==> config.mk <==
export PLATFORM = sky130hd
export DESIGN_NAME = defog_airlight_ctrl
export DESIGN_NICKNAME = d
export VERILOG_FILES = /design/src/rtl/defog_airlight_ctrl.sv
export SDC_FILE = /design/constraint.sdc
export NUM_CORES = 1
export LEC_CHECK = 0
export BUFFER_PORTS_ARGS = -buffer_cell sky130_fd_sc_hd__buf_2
export CAP_MARGIN = 20
export CORE_MARGIN = 2
export CORE_UTILIZATION = 50
export DETAILED_ROUTE_END_ITERATION = 8
export PLACE_DENSITY = 0.75
export SYNTH_ARGS = -nofsm -noshare
export SYNTH_HDL_FRONTEND = slang
export SYNTH_SLANG_ARGS = --single-unit
==> constraint.sdc <==
create_clock -name pixelclk -period 5.3 [get_ports pixelclk]
set_clock_uncertainty 0.05 [all_clocks]
set_input_delay 1.06 -clock pixelclk [delete_from_list [all_inputs] [get_ports pixelclk]]
set_output_delay 1.06 -clock pixelclk [all_outputs]
set_load 0.1 [all_outputs]
==> src/rtl/defog_airlight_ctrl.sv <==
// Frame-level airlight controller: tracks the per-frame dark-channel maximum,
// validates frame geometry and publishes a smoothed, clamped airlight at frame boundaries.
module defog_airlight_ctrl #(
  parameter int H_ACTIVE     = 1920,
  parameter int V_ACTIVE     = 1080,
  parameter int VS_POL       = 1,
  parameter int SMOOTH_SHIFT = 2,
  parameter int A_MIN        = 128,
  parameter int A_DEFAULT    = 255
) (
  input  logic        pixelclk,
  input  logic        reset,
  input  logic [7:0]  i_dark,
  input  logic        i_hsync,
  input  logic        i_vsync,
  input  logic        i_de,
  input  logic        cfg_en,
  input  logic        cfg_manual,
  input  logic [7:0]  cfg_manual_a,
  output logic [7:0]  o_dark_max,
  output logic        o_valid,
  output logic        o_bypass,
  output logic        o_frame_done,
  output logic        o_frame_err,
  output logic [15:0] o_frame_cnt
);

  localparam logic [1:0]  ST_IDLE   = 2'd0;
  localparam logic [1:0]  ST_SYNC   = 2'd1;
  localparam logic [1:0]  ST_ACCUM  = 2'd2;
  localparam logic [1:0]  ST_UPDATE = 2'd3;

  localparam logic        VS_ACT     = 1'(VS_POL);
  localparam logic [21:0] PIX_EXPECT = 22'(H_ACTIVE * V_ACTIVE);
  localparam logic [7:0]  A_MIN_C    = 8'(A_MIN);
  localparam logic [7:0]  A_DEF_C    = 8'(A_DEFAULT);

  logic [1:0]  state_r;
  logic        vs_r;
  logic [7:0]  frame_max_r;
  logic [21:0] pix_cnt_r;
  logic [7:0]  max_snap_r;
  logic [21:0] cnt_snap_r;
  logic        manual_snap_r;
  logic [7:0]  manual_a_snap_r;

  logic              edge_s;
  logic [7:0]        acc_max_s;
  logic [21:0]       pix_inc_s;
  logic signed [8:0] diff_s;
  logic signed [8:0] shr_s;
  logic signed [8:0] step_s;
  logic signed [9:0] sum_s;
  logic signed [9:0] pre_s;
  logic [7:0]        a_new_s;

  // Frame edge detection and running accumulator next values.
  always_comb begin
    edge_s    = (i_vsync == VS_ACT) && (vs_r != VS_ACT);
    acc_max_s = (i_dark > frame_max_r) ? i_dark : frame_max_r;
    pix_inc_s = (pix_cnt_r == 22'h3FFFFF) ? pix_cnt_r : (pix_cnt_r + 22'd1);
  end

  // IIR step with a forced unit step so small differences still converge, then clamp.
  always_comb begin
    diff_s = $signed({1'b0, max_snap_r}) - $signed({1'b0, o_dark_max});
    shr_s  = diff_s >>> SMOOTH_SHIFT;
    if ((diff_s != 9'sd0) && (shr_s == 9'sd0)) begin
      step_s = diff_s[8] ? -9'sd1 : 9'sd1;
    end else begin
      step_s = shr_s;
    end
    sum_s = $signed({2'b00, o_dark_max}) + $signed({step_s[8], step_s});
    if (o_valid) begin
      pre_s = sum_s;
    end else begin
      pre_s = $signed({2'b00, max_snap_r});
    end
    if (pre_s < $signed({2'b00, A_MIN_C})) begin
      a_new_s = A_MIN_C;
    end else if (pre_s > 10'sd255) begin
      a_new_s = 8'd255;
    end else begin
      a_new_s = pre_s[7:0];
    end
  end

  // Frame FSM, accumulators, boundary snapshots and registered outputs.
  always_ff @(posedge pixelclk) begin
    if (reset) begin
      state_r         <= ST_IDLE;
      vs_r            <= VS_ACT;
      frame_max_r     <= 8'd0;
      pix_cnt_r       <= 22'd0;
      max_snap_r      <= 8'd0;
      cnt_snap_r      <= 22'd0;
      manual_snap_r   <= 1'b0;
      manual_a_snap_r <= 8'd0;
      o_dark_max      <= A_DEF_C;
      o_valid         <= 1'b0;
      o_bypass        <= 1'b1;
      o_frame_done    <= 1'b0;
      o_frame_err     <= 1'b0;
      o_frame_cnt     <= 16'd0;
    end else begin
      vs_r         <= i_vsync;
      o_frame_done <= 1'b0;
      o_frame_err  <= 1'b0;
      if (!cfg_en) begin
        // Disable aborts any frame in flight; o_dark_max is kept for the datapath.
        state_r     <= ST_IDLE;
        frame_max_r <= 8'd0;
        pix_cnt_r   <= 22'd0;
        o_valid     <= 1'b0;
        o_bypass    <= 1'b1;
        o_frame_cnt <= 16'd0;
      end else begin
        case (state_r)
          ST_IDLE: begin
            state_r <= ST_SYNC;
          end
          ST_SYNC: begin
            if (edge_s) begin
              frame_max_r <= i_de ? i_dark : 8'd0;
              pix_cnt_r   <= i_de ? 22'd1 : 22'd0;
              state_r     <= ST_ACCUM;
            end
          end
          ST_ACCUM: begin
            if (edge_s) begin
              max_snap_r      <= frame_max_r;
              cnt_snap_r      <= pix_cnt_r;
              manual_snap_r   <= cfg_manual;
              manual_a_snap_r <= cfg_manual_a;
              frame_max_r     <= i_de ? i_dark : 8'd0;
              pix_cnt_r       <= i_de ? 22'd1 : 22'd0;
              state_r         <= ST_UPDATE;
            end else if (i_de) begin
              frame_max_r <= acc_max_s;
              pix_cnt_r   <= pix_inc_s;
            end
          end
          ST_UPDATE: begin
            state_r      <= ST_ACCUM;
            o_frame_done <= 1'b1;
            if (i_de) begin
              frame_max_r <= acc_max_s;
              pix_cnt_r   <= pix_inc_s;
            end
            if (manual_snap_r) begin
              o_dark_max <= manual_a_snap_r;
              o_bypass   <= 1'b0;
            end else if (cnt_snap_r != PIX_EXPECT) begin
              o_frame_err <= 1'b1;
              o_bypass    <= ~o_valid;
            end else begin
              o_dark_max  <= a_new_s;
              o_valid     <= 1'b1;
              o_bypass    <= 1'b0;
              o_frame_cnt <= o_frame_cnt + 16'd1;
            end
          end
          default: begin
            state_r <= ST_IDLE;
          end
        endcase
      end
    end
  end

endmodule

==> flow_summary_export.csv <==
group,metric,value,unit
floorplanning,fp.dieH,106,µm
synthesis,synth_warnings,0,
worst_setup_path,endpoint_kind,"flip-flop",
grt,overflow,0,
run_status,status,"finished, final reports clean",
route,dr.pass1.iters,5,
synthesis,syn_avg_cell_area,7.90,µm²
worst_setup_path,startpoint_type,"flip-flop",
grt,track_usage,0.231,
final_layout,diodes,0,
synthesis,syn_area,0.00521,mm²
final_layout,regArea,0.00200,mm²
clocking,ctsHoldBuffers,0,
grt,use_met1,0.291,
route,drcViolationCount,0,
route,totalWireLength,12600,µm
grt,antenna_found_initial,0,
power,switching_share,0.221,
route,final_antenna_net_count,0,
placement,portBuffers,49,
placement,post-place-cells,819,
worst_hold_path,holdCritPathClass,"reg -> reg",
grt,grt_pass1_wl,21300,µm
clocking,cts_made_buffers,9,
power,power.internal,1.05,mW
clocking,cts_setup_buffers,0,
grt,grt_max_degree,45,
synthesis,synth-simple-area-share,0.240,
clocking,clock-root-buffer,"clkbuf_8",
worst_setup_path,worstSetupPathType,"reg -> reg",
synthesis,synth_xor_area_frac,0.0420,
clocking,cts_resized,0,
synthesis,synth_fp_nets,712,
grt,grt_util_met3,0.0337,
final_layout,layout.nets,746,
sta,rsz0062_at_grt,"false",
synthesis,ys_ff_latch,100,
placement,gp_congestion,0.959,
synthesis,synth_top_family_by_area,"simple AND/OR/NAND/NOR gates",
synthesis,ys_seq_area_frac,0.384,
clocking,cts_sinks,100,
synthesis,synthCells,660,
floorplanning,rows,37,
floorplanning,coreArea,0.0102,mm²
worst_setup_path,required,5.55,ns
worst_setup_path,crit_fanout,7,
sta,setup_viol,0,
clocking,cts_tree,"built",
sta,tns,0,ns
worst_setup_path,rrSetupSlack,0.28,ns
power,p_switching,0.297,mW
job,drv_cap,0,
final_layout,area_delta_synth_final,10.9,%
final_layout,drive_gt1_frac,0.117,
power,seq_power_share,0.559,
worst_setup_path,arrival,5.27,ns
route,routedWlPerCell,15.1,µm
sta,hold_viol,0,
synthesis,synth_cell_types,55,
sta,max_freq,199,MHz
synthesis,yosys.area_share.adder,0.0725,
floorplanning,die-area,0.0113,mm²
route,vias,4881,
synthesis,synth_mux_area_frac,0.00792,
clocking,clock_latency,0.37,ns
route,first_iter_violations,381,
synthesis,synth_flop_cell,"dfxtp_1",
sta,layout_min_cycle_time,5.02,ns
placement,hpwl,9130,µm
final_layout,final_cell_mix,"nand2_1, dfxtp_1, nor2_1, a21oi_1, buf_2",
synthesis,synth_compound_area_frac,0.214,
final_layout,fin_cells,835,
power,power.density,233,mW/mm²
synthesis,synth_edf_count,0,
route,viasPerCell,5.85,
final_layout,final_common_cell,"nand2_1",
sta,slew-limit-headroom,0.456,
sta,maxSlewViolCount,0,
grt,grt_pass1_vias,4702,
power,pwr-share-comb,0.032,
grt,grt.busiest_layer,"met2",
final_layout,fill_cells,971,
sta,tightestPinTransition,0.813,ns
power,leakage,2.19,nW
floorplanning,io_pins,51,
grt,grtUsageMet2,0.391,
power,p_clk_frac,0.409,
synthesis,synthArstFlopShare,0,
power,irDropWorstVdd,0.000126,V
clocking,ctsHtreeMaxLevel,3,
sta,period_share,0.947,
clocking,clockBufferDepth,2,
floorplanning,start_util,0.509,
clocking,clk_pin_slew,0.10,ns
floorplanning,die_w,106,µm
final_layout,multi_input_area,0.00300,mm²
==> flip-flops by register name, indices dropped and copies added (netlist names) <==
register and cells:
max_snap_r 8, o_frame_cnt 16, o_bypass 1, o_valid 1, o_dark_max 8, manual_a_snap_r 8
pix_cnt_r 22, frame_max_r 8, o_frame_err 1, vs_r 1, manual_snap_r 1, o_frame_done 1
cnt_snap_r 22, state_r 2
==> per-layer routing <==
layer / routed length (µm) / share of wire
met1: 5590 / 0.44
met2: 6000 / 0.48
met3: 665 / 0.053
met4: 336 / 0.027
met5: 0 / 0
==> kinds of logic (layout without fill, tap and decap cells) <==
kind of cell | Yosys count | after routing
DFF | 100 | 100
muxes | 4 | 4
buffers and inverters | 56 | 95
adders and majority gates | 29 | 29
xor gates and xnor gates | 25 | 25
and+or+nand+nor | 267 | 267
AOI/OAI and AO/OA | 179 | 179
==> cells in the mapped netlist (all sizes together) (13+ instances only) <==
cell    number  share of area
nand4       13          0.016
inv         26          0.019
o21ai       40          0.038
nor2        62          0.045
clkbuf      26          0.019
dfxtp      100           0.38
ha          27          0.065
nand3       21          0.020
a21oi       61          0.059
xor2        17          0.029
a31oi       13          0.016
and4        13          0.022
nand2      115          0.083
==> power by group through the flow <==
stage               clock, mW  sequential [mW]  combinational [mW]
floorplan                   0            0.770              0.0266
detailed placement          0            0.771              0.0427
CTS                     0.561            0.753              0.0429
finish                  0.551            0.753              0.0429
global route            0.592            0.754              0.0487
global placement            0            0.771              0.0412
==> area by class of cell <==
class,count,area share
clock inverters,6,0.0165
repair buffers,53,0.0476
inverters,26,0.0169
clock buffers,10,0.0238
multi-input cells,504,0.519
well taps,136,0.0294
flip-flops and latches,100,0.346
==> per-stage QoR <==
stage	instance area [µm²]	total power [mW]	setup slack, ns	hold WS, ns	utilization
global route	5780	1.39	0.107	0.429	0.565
global placement	5550	0.812	0.578	0.389	0.542
detailed placement	5550	0.814	0.398	0.394	0.542
finish	5780	1.35	0.282	0.406	0.565
floorplan	5210	0.797	0.167	0.381	-
CTS	5780	1.36	0.377	0.408	0.565
==> worst max-delay path, cell delays in order, from the launching register on <==
cell	delay, ns
dfxtp_1	0.38
ha_1	0.23
inv_1	0.07
fa_1	0.21
a21oi_1	0.10
o22ai_1	0.21
nor2_1	0.10
a21oi_1	0.19
inv_1	0.17
or4_1	0.52
o41ai_1	0.30
ha_1	0.28
fa_1	0.27
a211oi_1	0.13
o21ai_1	0.16
or3b_4	0.42
or3_4	0.40
a211oi_4	0.43
o32ai_1	0.17
a31oi_1	0.15
==> worst paths after layout <==
path / start / endpoint / cells past startpoint
worst max register to register: o_dark_max[0]$_SDFFE_PP1P_ / o_dark_max[4]$_SDFFE_PP1P_ / 19
worst min register to register: cnt_snap_r[15]$_SDFFE_PP0P_ / cnt_snap_r[15]$_SDFFE_PP0P_ / 2
worst min-delay path: cnt_snap_r[15]$_SDFFE_PP0P_ / cnt_snap_r[15]$_SDFFE_PP0P_ / 2
worst max-delay path: o_dark_max[0]$_SDFFE_PP1P_ / o_dark_max[4]$_SDFFE_PP1P_ / 19
(Power assumes the default switching activity.)
